[src/rtl/lcd_pkg.sv]
// Shared types and constants for the HD44780-class character LCD writer.
package lcd_pkg;

    // Top-level controller states.
    typedef enum logic [3:0] {
        PWRUP      = 4'd0,
        INIT_FS    = 4'd1,
        INIT_DISP  = 4'd2,
        INIT_CLR   = 4'd3,
        INIT_ENTRY = 4'd4,
        IDLE       = 4'd5,
        WR_CHAR    = 4'd6,
        SET_ADDR   = 4'd7,
        CLR        = 4'd8
    } lcd_state_e;

    // Phases of one byte transfer on the LCD bus.
    typedef enum logic [1:0] {
        BUS_IDLE  = 2'd0,
        BUS_SETUP = 2'd1,
        BUS_EHIGH = 2'd2,
        BUS_WAIT  = 2'd3
    } bus_phase_e;

    localparam logic [7:0] CMD_FUNC_SET  = 8'h38;
    localparam logic [7:0] CMD_DISP_ON   = 8'h0C;
    localparam logic [7:0] CMD_CLEAR     = 8'h01;
    localparam logic [7:0] CMD_ENTRY     = 8'h06;
    localparam logic [7:0] CMD_SET_DDRAM = 8'h80;
    localparam logic [7:0] ASCII_SPACE   = 8'h20;
    localparam logic [7:0] ROW0_BASE     = 8'h00;
    localparam logic [7:0] ROW1_BASE     = 8'h40;

    // Set-DDRAM-address command that puts the cursor at column 0 of a row.
    function automatic logic [7:0] ddram_addr_cmd(input logic row);
        logic [7:0] base_v;
        if (row) begin
            base_v = ROW1_BASE;
        end else begin
            base_v = ROW0_BASE;
        end
        return CMD_SET_DDRAM | base_v;
    endfunction

endpackage

[src/rtl/lcd_bus_cycle.sv]
// One LCD write transaction: setup cycle, E pulse, then the settle wait.
// done is the terminal count of the wait so the controller can chain the
// next byte on the same edge without an idle bubble.
module lcd_bus_cycle
    import lcd_pkg::*;
#(
    parameter int DATA_W    = 8,
    parameter int T_E_CYC   = 50,
    parameter int T_CMD_CYC = 4_000,
    parameter int T_CLR_CYC = 164_000
) (
    input  logic              clk,
    input  logic              rst_n,
    input  logic              start,
    input  logic [DATA_W-1:0] wr_byte,
    input  logic              rs,
    input  logic              long_wait,
    output logic [DATA_W-1:0] lcd_d,
    output logic              lcd_rs,
    output logic              lcd_e,
    output logic              done
);

    localparam int T_MAX0 = (T_E_CYC > T_CMD_CYC) ? T_E_CYC : T_CMD_CYC;
    localparam int T_MAX  = (T_MAX0 > T_CLR_CYC) ? T_MAX0 : T_CLR_CYC;
    localparam int CNT_W  = $clog2(T_MAX + 1);

    bus_phase_e        phase_r;
    bus_phase_e        phase_nx_s;
    logic [CNT_W-1:0]  cnt_r;
    logic [CNT_W-1:0]  cnt_nx_s;
    logic              lcd_e_r;
    logic              e_nx_s;
    logic              long_r;
    logic [DATA_W-1:0] lcd_d_r;
    logic              lcd_rs_r;
    logic [CNT_W-1:0]  wait_last_s;
    logic              done_s;

    assign wait_last_s = long_r ? CNT_W'(T_CLR_CYC - 1) : CNT_W'(T_CMD_CYC - 1);
    assign done_s      = (phase_r == BUS_WAIT) && (cnt_r == wait_last_s);

    // Next phase, counter and strobe level for the transfer in progress.
    always_comb begin
        phase_nx_s = phase_r;
        cnt_nx_s   = cnt_r;
        e_nx_s     = lcd_e_r;
        if (start) begin
            phase_nx_s = BUS_SETUP;
            cnt_nx_s   = {CNT_W{1'b0}};
            e_nx_s     = 1'b0;
        end else begin
            case (phase_r)
                BUS_IDLE: begin
                    phase_nx_s = BUS_IDLE;
                    e_nx_s     = 1'b0;
                end
                BUS_SETUP: begin
                    phase_nx_s = BUS_EHIGH;
                    cnt_nx_s   = {CNT_W{1'b0}};
                    e_nx_s     = 1'b1;
                end
                BUS_EHIGH: begin
                    if (cnt_r == CNT_W'(T_E_CYC - 1)) begin
                        phase_nx_s = BUS_WAIT;
                        cnt_nx_s   = {CNT_W{1'b0}};
                        e_nx_s     = 1'b0;
                    end else begin
                        cnt_nx_s = cnt_r + CNT_W'(1);
                    end
                end
                BUS_WAIT: begin
                    if (done_s) begin
                        phase_nx_s = BUS_IDLE;
                        cnt_nx_s   = {CNT_W{1'b0}};
                    end else begin
                        cnt_nx_s = cnt_r + CNT_W'(1);
                    end
                end
                default: begin
                    phase_nx_s = BUS_IDLE;
                    cnt_nx_s   = {CNT_W{1'b0}};
                    e_nx_s     = 1'b0;
                end
            endcase
        end
    end

    // Phase/counter registers; byte, rs and wait length latched on start.
    always_ff @(posedge clk or negedge rst_n) begin
        if (!rst_n) begin
            phase_r  <= BUS_IDLE;
            cnt_r    <= {CNT_W{1'b0}};
            lcd_e_r  <= 1'b0;
            long_r   <= 1'b0;
            lcd_d_r  <= {DATA_W{1'b0}};
            lcd_rs_r <= 1'b0;
        end else begin
            phase_r <= phase_nx_s;
            cnt_r   <= cnt_nx_s;
            lcd_e_r <= e_nx_s;
            if (start) begin
                long_r   <= long_wait;
                lcd_d_r  <= wr_byte;
                lcd_rs_r <= rs;
            end
        end
    end

    assign lcd_d  = lcd_d_r;
    assign lcd_rs = lcd_rs_r;
    assign lcd_e  = lcd_e_r;
    assign done   = done_s;

endmodule

[src/rtl/lcd_char_writer.sv]
// Character LCD controller: power-up init, then letter/space/newline/clear
// requests turned into timed bus writes with cursor tracking and line wrap.
module lcd_char_writer
    import lcd_pkg::*;
#(
    parameter int DATA_W      = 8,
    parameter int COLS        = 16,
    parameter int ROWS        = 2,
    parameter int T_PWRUP_CYC = 4_000_000,
    parameter int T_E_CYC     = 50,
    parameter int T_CMD_CYC   = 4_000,
    parameter int T_CLR_CYC   = 164_000,
    localparam int COL_W      = (COLS > 1) ? $clog2(COLS) : 1
) (
    input  logic              sysclk,
    input  logic              clr_n,
    input  logic [DATA_W-1:0] char_in,
    input  logic              letter_req,
    input  logic              word_req,
    input  logic              done_req,
    input  logic              clear_req,
    output logic              ready,
    output logic [DATA_W-1:0] lcd_d,
    output logic              lcd_rs,
    output logic              lcd_rw,
    output logic              lcd_e,
    output logic [COL_W-1:0]  cursor_col,
    output logic              cursor_row
);

    localparam int PWR_W = $clog2(T_PWRUP_CYC + 1);

    lcd_state_e        state_r;
    lcd_state_e        state_nx_s;
    logic [PWR_W-1:0]  pwr_cnt_r;
    logic              ready_r;
    logic [COL_W-1:0]  cursor_col_r;
    logic              cursor_row_r;
    logic              addr_row_r;
    logic              req_ok_s;
    logic              col_last_s;
    logic              bus_start_s;
    logic [DATA_W-1:0] bus_byte_s;
    logic              bus_rs_s;
    logic              bus_long_s;
    logic              bus_done_s;

    // Row below the given one, wrapping back to row 0 on the last row.
    function automatic logic next_row(input logic row);
        return (ROWS > 1) ? ~row : 1'b0;
    endfunction

    assign req_ok_s   = (state_r == IDLE) && ready_r;
    assign col_last_s = (cursor_col_r == COL_W'(COLS - 1));
    assign bus_long_s = !bus_rs_s && (bus_byte_s == CMD_CLEAR);

    // Next state and the byte to launch on the bus when a state is entered.
    always_comb begin
        state_nx_s  = state_r;
        bus_start_s = 1'b0;
        bus_byte_s  = {DATA_W{1'b0}};
        bus_rs_s    = 1'b0;
        case (state_r)
            PWRUP: begin
                if (pwr_cnt_r == PWR_W'(T_PWRUP_CYC - 1)) begin
                    state_nx_s  = INIT_FS;
                    bus_start_s = 1'b1;
                    bus_byte_s  = CMD_FUNC_SET;
                end else begin
                    state_nx_s = PWRUP;
                end
            end
            INIT_FS: begin
                if (bus_done_s) begin
                    state_nx_s  = INIT_DISP;
                    bus_start_s = 1'b1;
                    bus_byte_s  = CMD_DISP_ON;
                end else begin
                    state_nx_s = INIT_FS;
                end
            end
            INIT_DISP: begin
                if (bus_done_s) begin
                    state_nx_s  = INIT_CLR;
                    bus_start_s = 1'b1;
                    bus_byte_s  = CMD_CLEAR;
                end else begin
                    state_nx_s = INIT_DISP;
                end
            end
            INIT_CLR: begin
                if (bus_done_s) begin
                    state_nx_s  = INIT_ENTRY;
                    bus_start_s = 1'b1;
                    bus_byte_s  = CMD_ENTRY;
                end else begin
                    state_nx_s = INIT_CLR;
                end
            end
            INIT_ENTRY: begin
                if (bus_done_s) begin
                    state_nx_s = IDLE;
                end else begin
                    state_nx_s = INIT_ENTRY;
                end
            end
            IDLE: begin
                if (!req_ok_s) begin
                    state_nx_s = IDLE;
                end else if (clear_req) begin
                    state_nx_s  = CLR;
                    bus_start_s = 1'b1;
                    bus_byte_s  = CMD_CLEAR;
                end else if (done_req) begin
                    state_nx_s  = SET_ADDR;
                    bus_start_s = 1'b1;
                    bus_byte_s  = ddram_addr_cmd(next_row(cursor_row_r));
                end else if (word_req) begin
                    state_nx_s  = WR_CHAR;
                    bus_start_s = 1'b1;
                    bus_byte_s  = ASCII_SPACE;
                    bus_rs_s    = 1'b1;
                end else if (letter_req) begin
                    state_nx_s  = WR_CHAR;
                    bus_start_s = 1'b1;
                    bus_byte_s  = char_in;
                    bus_rs_s    = 1'b1;
                end else begin
                    state_nx_s = IDLE;
                end
            end
            WR_CHAR: begin
                if (bus_done_s && col_last_s) begin
                    state_nx_s  = SET_ADDR;
                    bus_start_s = 1'b1;
                    bus_byte_s  = ddram_addr_cmd(next_row(cursor_row_r));
                end else if (bus_done_s) begin
                    state_nx_s = IDLE;
                end else begin
                    state_nx_s = WR_CHAR;
                end
            end
            SET_ADDR, CLR: begin
                if (bus_done_s) begin
                    state_nx_s = IDLE;
                end else begin
                    state_nx_s = state_r;
                end
            end
            default: begin
                state_nx_s = PWRUP;
            end
        endcase
    end

    // Controller state register.
    always_ff @(posedge sysclk or negedge clr_n) begin
        if (!clr_n) begin
            state_r <= PWRUP;
        end else begin
            state_r <= state_nx_s;
        end
    end

    // Power-up delay counter; only runs while in PWRUP.
    always_ff @(posedge sysclk or negedge clr_n) begin
        if (!clr_n) begin
            pwr_cnt_r <= {PWR_W{1'b0}};
        end else if (state_r == PWRUP) begin
            pwr_cnt_r <= pwr_cnt_r + PWR_W'(1);
        end else begin
            pwr_cnt_r <= {PWR_W{1'b0}};
        end
    end

    // ready is high exactly while the controller will stay in IDLE.
    always_ff @(posedge sysclk or negedge clr_n) begin
        if (!clr_n) begin
            ready_r <= 1'b0;
        end else begin
            ready_r <= (state_nx_s == IDLE);
        end
    end

    // Cursor tracking; moves when the owning bus transaction completes.
    always_ff @(posedge sysclk or negedge clr_n) begin
        if (!clr_n) begin
            cursor_col_r <= {COL_W{1'b0}};
            cursor_row_r <= 1'b0;
            addr_row_r   <= 1'b0;
        end else begin
            case (state_r)
                IDLE: begin
                    if (req_ok_s && !clear_req && done_req) begin
                        addr_row_r <= next_row(cursor_row_r);
                    end
                end
                WR_CHAR: begin
                    if (bus_done_s && col_last_s) begin
                        cursor_col_r <= {COL_W{1'b0}};
                        cursor_row_r <= next_row(cursor_row_r);
                        addr_row_r   <= next_row(cursor_row_r);
                    end else if (bus_done_s) begin
                        cursor_col_r <= cursor_col_r + COL_W'(1);
                    end
                end
                SET_ADDR: begin
                    if (bus_done_s) begin
                        cursor_col_r <= {COL_W{1'b0}};
                        cursor_row_r <= addr_row_r;
                    end
                end
                CLR: begin
                    if (bus_done_s) begin
                        cursor_col_r <= {COL_W{1'b0}};
                        cursor_row_r <= 1'b0;
                    end
                end
                default: begin
                    cursor_col_r <= cursor_col_r;
                end
            endcase
        end
    end

    lcd_bus_cycle #(
        .DATA_W    (DATA_W),
        .T_E_CYC   (T_E_CYC),
        .T_CMD_CYC (T_CMD_CYC),
        .T_CLR_CYC (T_CLR_CYC)
    ) u_bus (
        .clk       (sysclk),
        .rst_n     (clr_n),
        .start     (bus_start_s),
        .wr_byte   (bus_byte_s),
        .rs        (bus_rs_s),
        .long_wait (bus_long_s),
        .lcd_d     (lcd_d),
        .lcd_rs    (lcd_rs),
        .lcd_e     (lcd_e),
        .done      (bus_done_s)
    );

    assign ready      = ready_r;
    assign lcd_rw     = 1'b0;
    assign cursor_col = cursor_col_r;
    assign cursor_row = cursor_row_r;

endmodule

[config.mk]
export PLATFORM = sky130hd
export DESIGN_NAME = lcd_char_writer
export DESIGN_NICKNAME = d
export VERILOG_FILES = /design/src/rtl/lcd_pkg.sv /design/src/rtl/lcd_bus_cycle.sv /design/src/rtl/lcd_char_writer.sv
export SDC_FILE = /design/constraint.sdc
export NUM_CORES = 1
export LEC_CHECK = 0
export CORE_MARGIN = 2
export CORE_UTILIZATION = 25
export DETAILED_ROUTE_END_ITERATION = 8
export DONT_BUFFER_PORTS = 1
export GPL_ROUTABILITY_DRIVEN = 0
export GPL_TIMING_DRIVEN = 0
export PLACE_DENSITY_LB_ADDON = 0.1
export SETUP_SLACK_MARGIN = 0.2
export SLEW_MARGIN = 15
export SYNTH_ARGS = -nofsm -noshare
export SYNTH_HDL_FRONTEND = slang
export SYNTH_SLANG_ARGS = --single-unit
[constraint.sdc]
create_clock -name sysclk -period 2.55 [get_ports sysclk]
set_input_delay 0.3825 -clock sysclk [delete_from_list [all_inputs] [get_ports sysclk]]
set_output_delay 0.3825 -clock sysclk [all_outputs]
set_load 0.05 [all_outputs]
; ---- Yosys cells after proc, flatten, opt, wreduce, memory -nomap -nowiden
; Cells that the tools add are included.
[totals]
register_bits = 64
out_inout_bits = 17
inputBits = 14
wordCells = 125
[classes]
reduce_logical = 22
mux = 62
eq_ne = 25
n_addsub = 3
n_bitwise = 1
[ops]
columns = operator, count
row1 = 18-bit 2-to-1 mux, 4
row2 = 18-bit one-hot mux with 3 select lines, 1
row3 = 8-bit 2-to-1 mux, 6
row4 = 8-bit one-hot mux with 6 select lines, 1
row5 = 4-bit one-hot mux with 8 select lines, 1
row6 = 4-bit 2-to-1 mux, 7
row7 = 22-bit by 1-bit adder with 22-bit output (second input constant), 1
row8 = 22-bit equality test (second input constant), 1
row9 = 1-bit 2-to-1 mux, 22
row10 = 22-bit 2-to-1 mux, 1
row11 = 4-bit by 3-bit equality test with 1-bit output (second input constant), 5
row12 = 18-bit by 1-bit adder with 18-bit output (second input constant), 1
row13 = 18-bit equality test, 1
row14 = 18-bit by 6-bit equality test with 1-bit output (second input constant), 1
row15 = 2-bit 2-to-1 mux, 9
row16 = 4-bit by 2-bit equality test with 1-bit output (second input constant), 2
row17 = 4-bit equality test (second input constant), 2
row18 = 8-bit by 1-bit equality test with 1-bit output (second input constant), 1
row19 = 2-bit one-hot mux with 4 select lines, 1
row20 = 4-bit one-hot mux with 2 select lines, 1
row21 = 4-bit nonzero test, 2
row22 = 7-bit 2-to-1 mux, 1
row23 = 1-bit logical AND, 6
row24 = 3-bit 2-to-1 mux, 2
row25 = 23 further kinds, 33

; ---- Depth between registers and ports, before layout
[logic_depth]
depth_word = 8
ltp_mapped = 11
ltp_nobuf = 8

; ---- Modules after synthesis
; From an unflattened synthesis, not the netlist that was laid out.
[hier_totals]
hier_cells = 395
area_unflattened_um2 = 3691.0
[modules_own_cells]
columns = mod, area_per_inst_um2, n_inst, seq_area_each_um2, cells_per_inst
row1 = lcd_char_writer, 1990.7, 1, 825.8, 226
row2 = lcd_bus_cycle, 1700.4, 1, 775.7, 169

; ---- Least setup slack after synthesis
; No wires, ideal clock.
[synth_timing]
kind = register -> register
from = reg pwr_cnt_r[12]
to = reg u_bus.cnt_r[13]
path_stages_with_launch = 10
slack_ps = -224
n_path_buf = 3
setup_time_ps = 126
synth_period_minus_slack_ps = 2774
arrival_time_ps = 2648
t_required_ps = 2424
cell_sequence = dfrtp_1 -> or4b_1 -> or3_1 -> or4_4 -> o211a_1 -> buf_6 -> and2_4 -> buf_6 -> buf_6 -> a221o_1
[synth_between]
elab_chain_cells = 4
elab_cells_between_ends = 5
classes_between = 1 x eq/ne / 3 x mux / 1 x reduce/logical
[synth_rtl]
columns = element, line
row1 = start: declaration, lcd_char_writer.sv:35  ; logic [PWR_W-1:0] pwr_cnt_r;
row2 = start signal: assignment, lcd_char_writer.sv:168  ; pwr_cnt_r <= {PWR_W{1'b0}};
row3 = start signal: assignment, lcd_char_writer.sv:170  ; pwr_cnt_r <= pwr_cnt_r + PWR_W'(1);
row4 = start signal: assignment, lcd_char_writer.sv:172  ; pwr_cnt_r <= {PWR_W{1'b0}};
row5 = 22-bit equality test (*), lcd_char_writer.sv:65  ; if (pwr_cnt_r == PWR_W'(T_PWRUP_CYC - 1)) begin
row6 = 1-bit 2-to-1 mux (*), lcd_char_writer.sv:65
row7 = 1-bit one-hot mux with 4 select lines (*), lcd_char_writer.sv:63  ; case (state_r)
row8 = 4-bit nonzero test (no source line) / 18-bit 2-to-1 mux (equally long branches), -
row9 = end signal: assignment, lcd_bus_cycle.sv:93  ; cnt_r <= {CNT_W{1'b0}};
row10 = end signal: assignment, lcd_bus_cycle.sv:100  ; cnt_r <= cnt_nx_s;
row11 = end: declaration, lcd_bus_cycle.sv:30  ; logic [CNT_W-1:0] cnt_r;
; Every way passes the cells marked *; elsewhere a longest branch is shown, timed or not.
; A chain may end at the register's enable or synchronous reset.

; ---- Worst setup path after layout
[layout_timing]
from = reg pwr_cnt_r[15]
to = reg u_bus.cnt_r[15]
; The elaborated chain is that of the path after synthesis.

==> flow_metrics.tcl <==
set metrics [dict create \
    status "finished, violations left" \
    violations "negative setup slack" \
    final_cells 616 \
    routedWlPerCell_um 15.96 \
    fin_hold_ws_ns 0.1764 \
    critical_path_required_ns 2.77 \
    finalWorstPathRequiredPeriod_ns 2.788 \
    clockBufferDepth 2 \
    drt_wl_total_um 9834 \
    reg2reg_slack_ns -0.24 \
    top_usage_layer "met2" \
    drc 0 \
    slew_headroom 0.4089 \
    yosysWarnings 0 \
    pwr-share-seq 0.405 \
    antenna_left 0 \
    swShare 0.2109 \
    clkSlewWorstSetupHoldPaths_ns 0.06 \
    synth_seq_cells 64 \
    grt_util_met2 0.1980 \
    ir_drop_mv 0.4027 \
    hp-start "char_in[2]" \
    hold_viol_final 0 \
    portBuffers 0 \
    timing.fmax_mhz 358.6 \
    synth_fp_nets 420 \
    drtIter0Drc 175 \
    hp-class "input port to flop" \
    cts_sinks 64 \
    slew_viol_final 0 \
    fin_worst_skew_ns 0.006733 \
    gr-total-overflow 0 \
    avgSynthCellArea_sq_um 9.120 \
    reg2regPathDepth 9 \
    die-area_sq_um 15500 \
    ys_async_sr_fraction 1.000 \
    reg2reg_to "u_bus.cnt_r[15]" \
    grt_pass1_wl_um 16460 \
    placementRows 44 \
    grt_max_degree 65 \
    synth_top_area_cell "dfrtp_1" \
    synth-seq-area-share 0.4412 \
    power_frac_comb 0.014 \
    yosys-top-cells-area "dfrtp_1 44%, nor2_1 4.7%, o21ai_0 3.7%" \
    fillCellCount 1468 \
    place_area_sq_um 3871 \
    area_delta_synth_final_pct 26.61 \
    start_kind "flop" \
    grt_pass1_vias 3098 \
    hpwl_um 6522 \
    synth.most_common_cell "dfrtp_1" \
    ys_top_cells_by_count "64 x dfrtp_1, 45 x nor2_1, 35 x nand2_1" \
    clk_latency_ns 0.34 \
    setup_tns_ns -3.330 \
    vias 3065 \
    grtUsageMet3 0.04553 \
    clock-root-buffer "clkbuf_16" \
    finalCritPeriodShare 1.093 \
    finalWorstSetupSlack_ns -0.2383 \
    static-leakage-power_nw 2.001 \
    end_kind "flop" \
    cp.arrival_ns 3.01 \
    cts_tree "built" \
    synth_cell_types 56 \
    initial_core_util 0.2526 \
    via_per_inst 4.976 \
    setup_viol 30 \
    fp.dieH_um 124.5 \
    placed_cells 582 \
    clkPwrFrac 0.581 \
    rsz0062_at_grt "yes" \
    hold_path_depth 2 \
    synth_top_area_frac 0.4412 \
    synth_cells 398 \
    design_area_sq_um 4596 \
    drv_cap 0 \
    synth_edf_count 0 \
    place_ws_ns -0.7033 \
    cts_buffers 9 \
    synth_flop_cell "dfrtp_1" \
    net-switching-power_w 0.0005292 \
    worst_slew_pin_slew_ns 0.8786 \
    crit_type "flop to flop" \
    internal_power_w 0.001981 \
    dr.pass1.iters 5 \
    nNetsFinal 449 \
    syn-cell-area_sq_um 3630 \
    io_pins 31 \
    path_max_fanout 6 \
    grt_antenna_before_repair 0 \
    power_density_nw_per_um2 546.1 \
    die_w_um 124.5 \
    core_sq_um 14370 \
    hold-path-endpoint "u_bus.lcd_d[2]" \
    use_met1 0.1819 \
    htreeDepth 3 \
    regToRegStartpoint "pwr_cnt_r[15]" \
    antennaDiodeCount 0 \
    track_usage 0.1329 \
    drive_above_1_share 0.1852 \
]
routing by layer:
metal | vias to the layer above | share of wire
met4 | 0 | 0.014
li1 | 1514 | -
met3 | 9 | 0.050
met2 | 59 | 0.45
met1 | 1483 | 0.49
met5 | - | 0
logic make-up (layout without fill, tap and decap cells):
logic type      count (synthesis)  in the layout  synth area share
simple gates                  193            193            0.2778
compound gates                 78             78            0.1479
flops                          64             64            0.4412
buf+inv                        27             61           0.03516
xor+xnor                       19             19           0.04585
fa+ha+maj                       8              8           0.02758
mux                             8              8           0.02344
other cells                     1              1          0.001033
stage by stage:
| stage | util | power, W |
|---|---|---|
| 6_report | 0.3198 | 0.002510 |
| 5_1_grt | 0.3198 | 0.002600 |
| 4_1_cts | 0.3087 | 0.002546 |
| 3_5_place_dp | 0.2694 | 0.001042 |
| 3_3_place_gp | 0.2694 | 0.001042 |
| 2_1_floorplan | - | 0.001042 |
power by group through the flow:
stage | combinational, W | clock, W | sequential, W
finish | 0.0000350 | 0.00146 | 0.00102
global placement | 0.00000784 | 0 | 0.00103
detailed placement | 0.00000786 | 0 | 0.00103
global route | 0.0000405 | 0.00154 | 0.00101
floorplan | 0.00000732 | 0 | 0.00103
CTS | 0.0000377 | 0.00149 | 0.00102
worst max-delay path by stage:
stage | startpoint | to | cells past startpoint | slack (ns)
6_report | pwr_cnt_r[15] | u_bus.cnt_r[15] | 9 | -0.24
5_1_grt | pwr_cnt_r[15] | u_bus.cnt_r[16] | 9 | -0.30
4_1_cts | pwr_cnt_r[15] | u_bus.cnt_r[15] | 9 | -0.34
3_5_place_dp | u_bus.phase_r[1] | u_bus.cnt_r[15] | 10 | -0.70
3_3_place_gp | u_bus.phase_r[0] | u_bus.cnt_r[16] | 10 | -0.75
2_1_floorplan | pwr_cnt_r[12] | u_bus.cnt_r[13] | 9 | -0.18
worst max-delay path, stage by stage (launching register included):
cell,delay [ns]
dfrtp_1,0.39
or4b_4,0.54
or3_4,0.34
or4_4,0.44
o211a_1,0.14
buf_6,0.12
and2_4,0.13
buf_8,0.13
buf_8,0.13
a221o_1,0.31
flip-flops by register name, indices dropped and copies added (netlist names):
signal         flops
ready              1
state_r            4
cursor_col         4
u_bus.lcd_e        1
addr_row_r         1
cursor_row         1
u_bus.lcd_d        8
u_bus.phase_r      2
u_bus.cnt_r       18
u_bus.long_r       1
pwr_cnt_r         22
u_bus.lcd_rs       1
placed cells by master (no fill, tap or decap), types with 11 or more instances in the layout:
| master | n |
|---|---|
| dfrtp_1 | 60 |
| nor2_1 | 41 |
| nand2_1 | 31 |
| o21ai_0 | 25 |
| nand3_1 | 20 |
| nor3_1 | 16 |
| buf_4 | 14 |
| nand4_1 | 13 |
| a21oi_1 | 11 |
| and3_1 | 11 |
| xor2_1 | 11 |
what timing repair did:
action	4_1_cts	5_1_grt
hold buffers	2	0
pin swaps	9	12
buffers inserted	9	5
endpoints found under the setup margin	39	38
gates cloned	1	1
resized for setup	24	39
hold endpoints to repair	64	0
layout make-up:
cell class,instances,area [sq um],share of cell area
Multi-Input combinational cell,307,2033,0.4424
Sequential cell,64,1607,0.3496
Tap cell,184,230.2,0.05010
Clock buffer,9,225.2,0.04901
Timing Repair Buffer,18,192.7,0.04193
Buffer,19,158.9,0.03458
Clock inverter,7,118.9,0.02586
Inverter,8,30.03,0.006534
(Power assumes the default switching activity.)
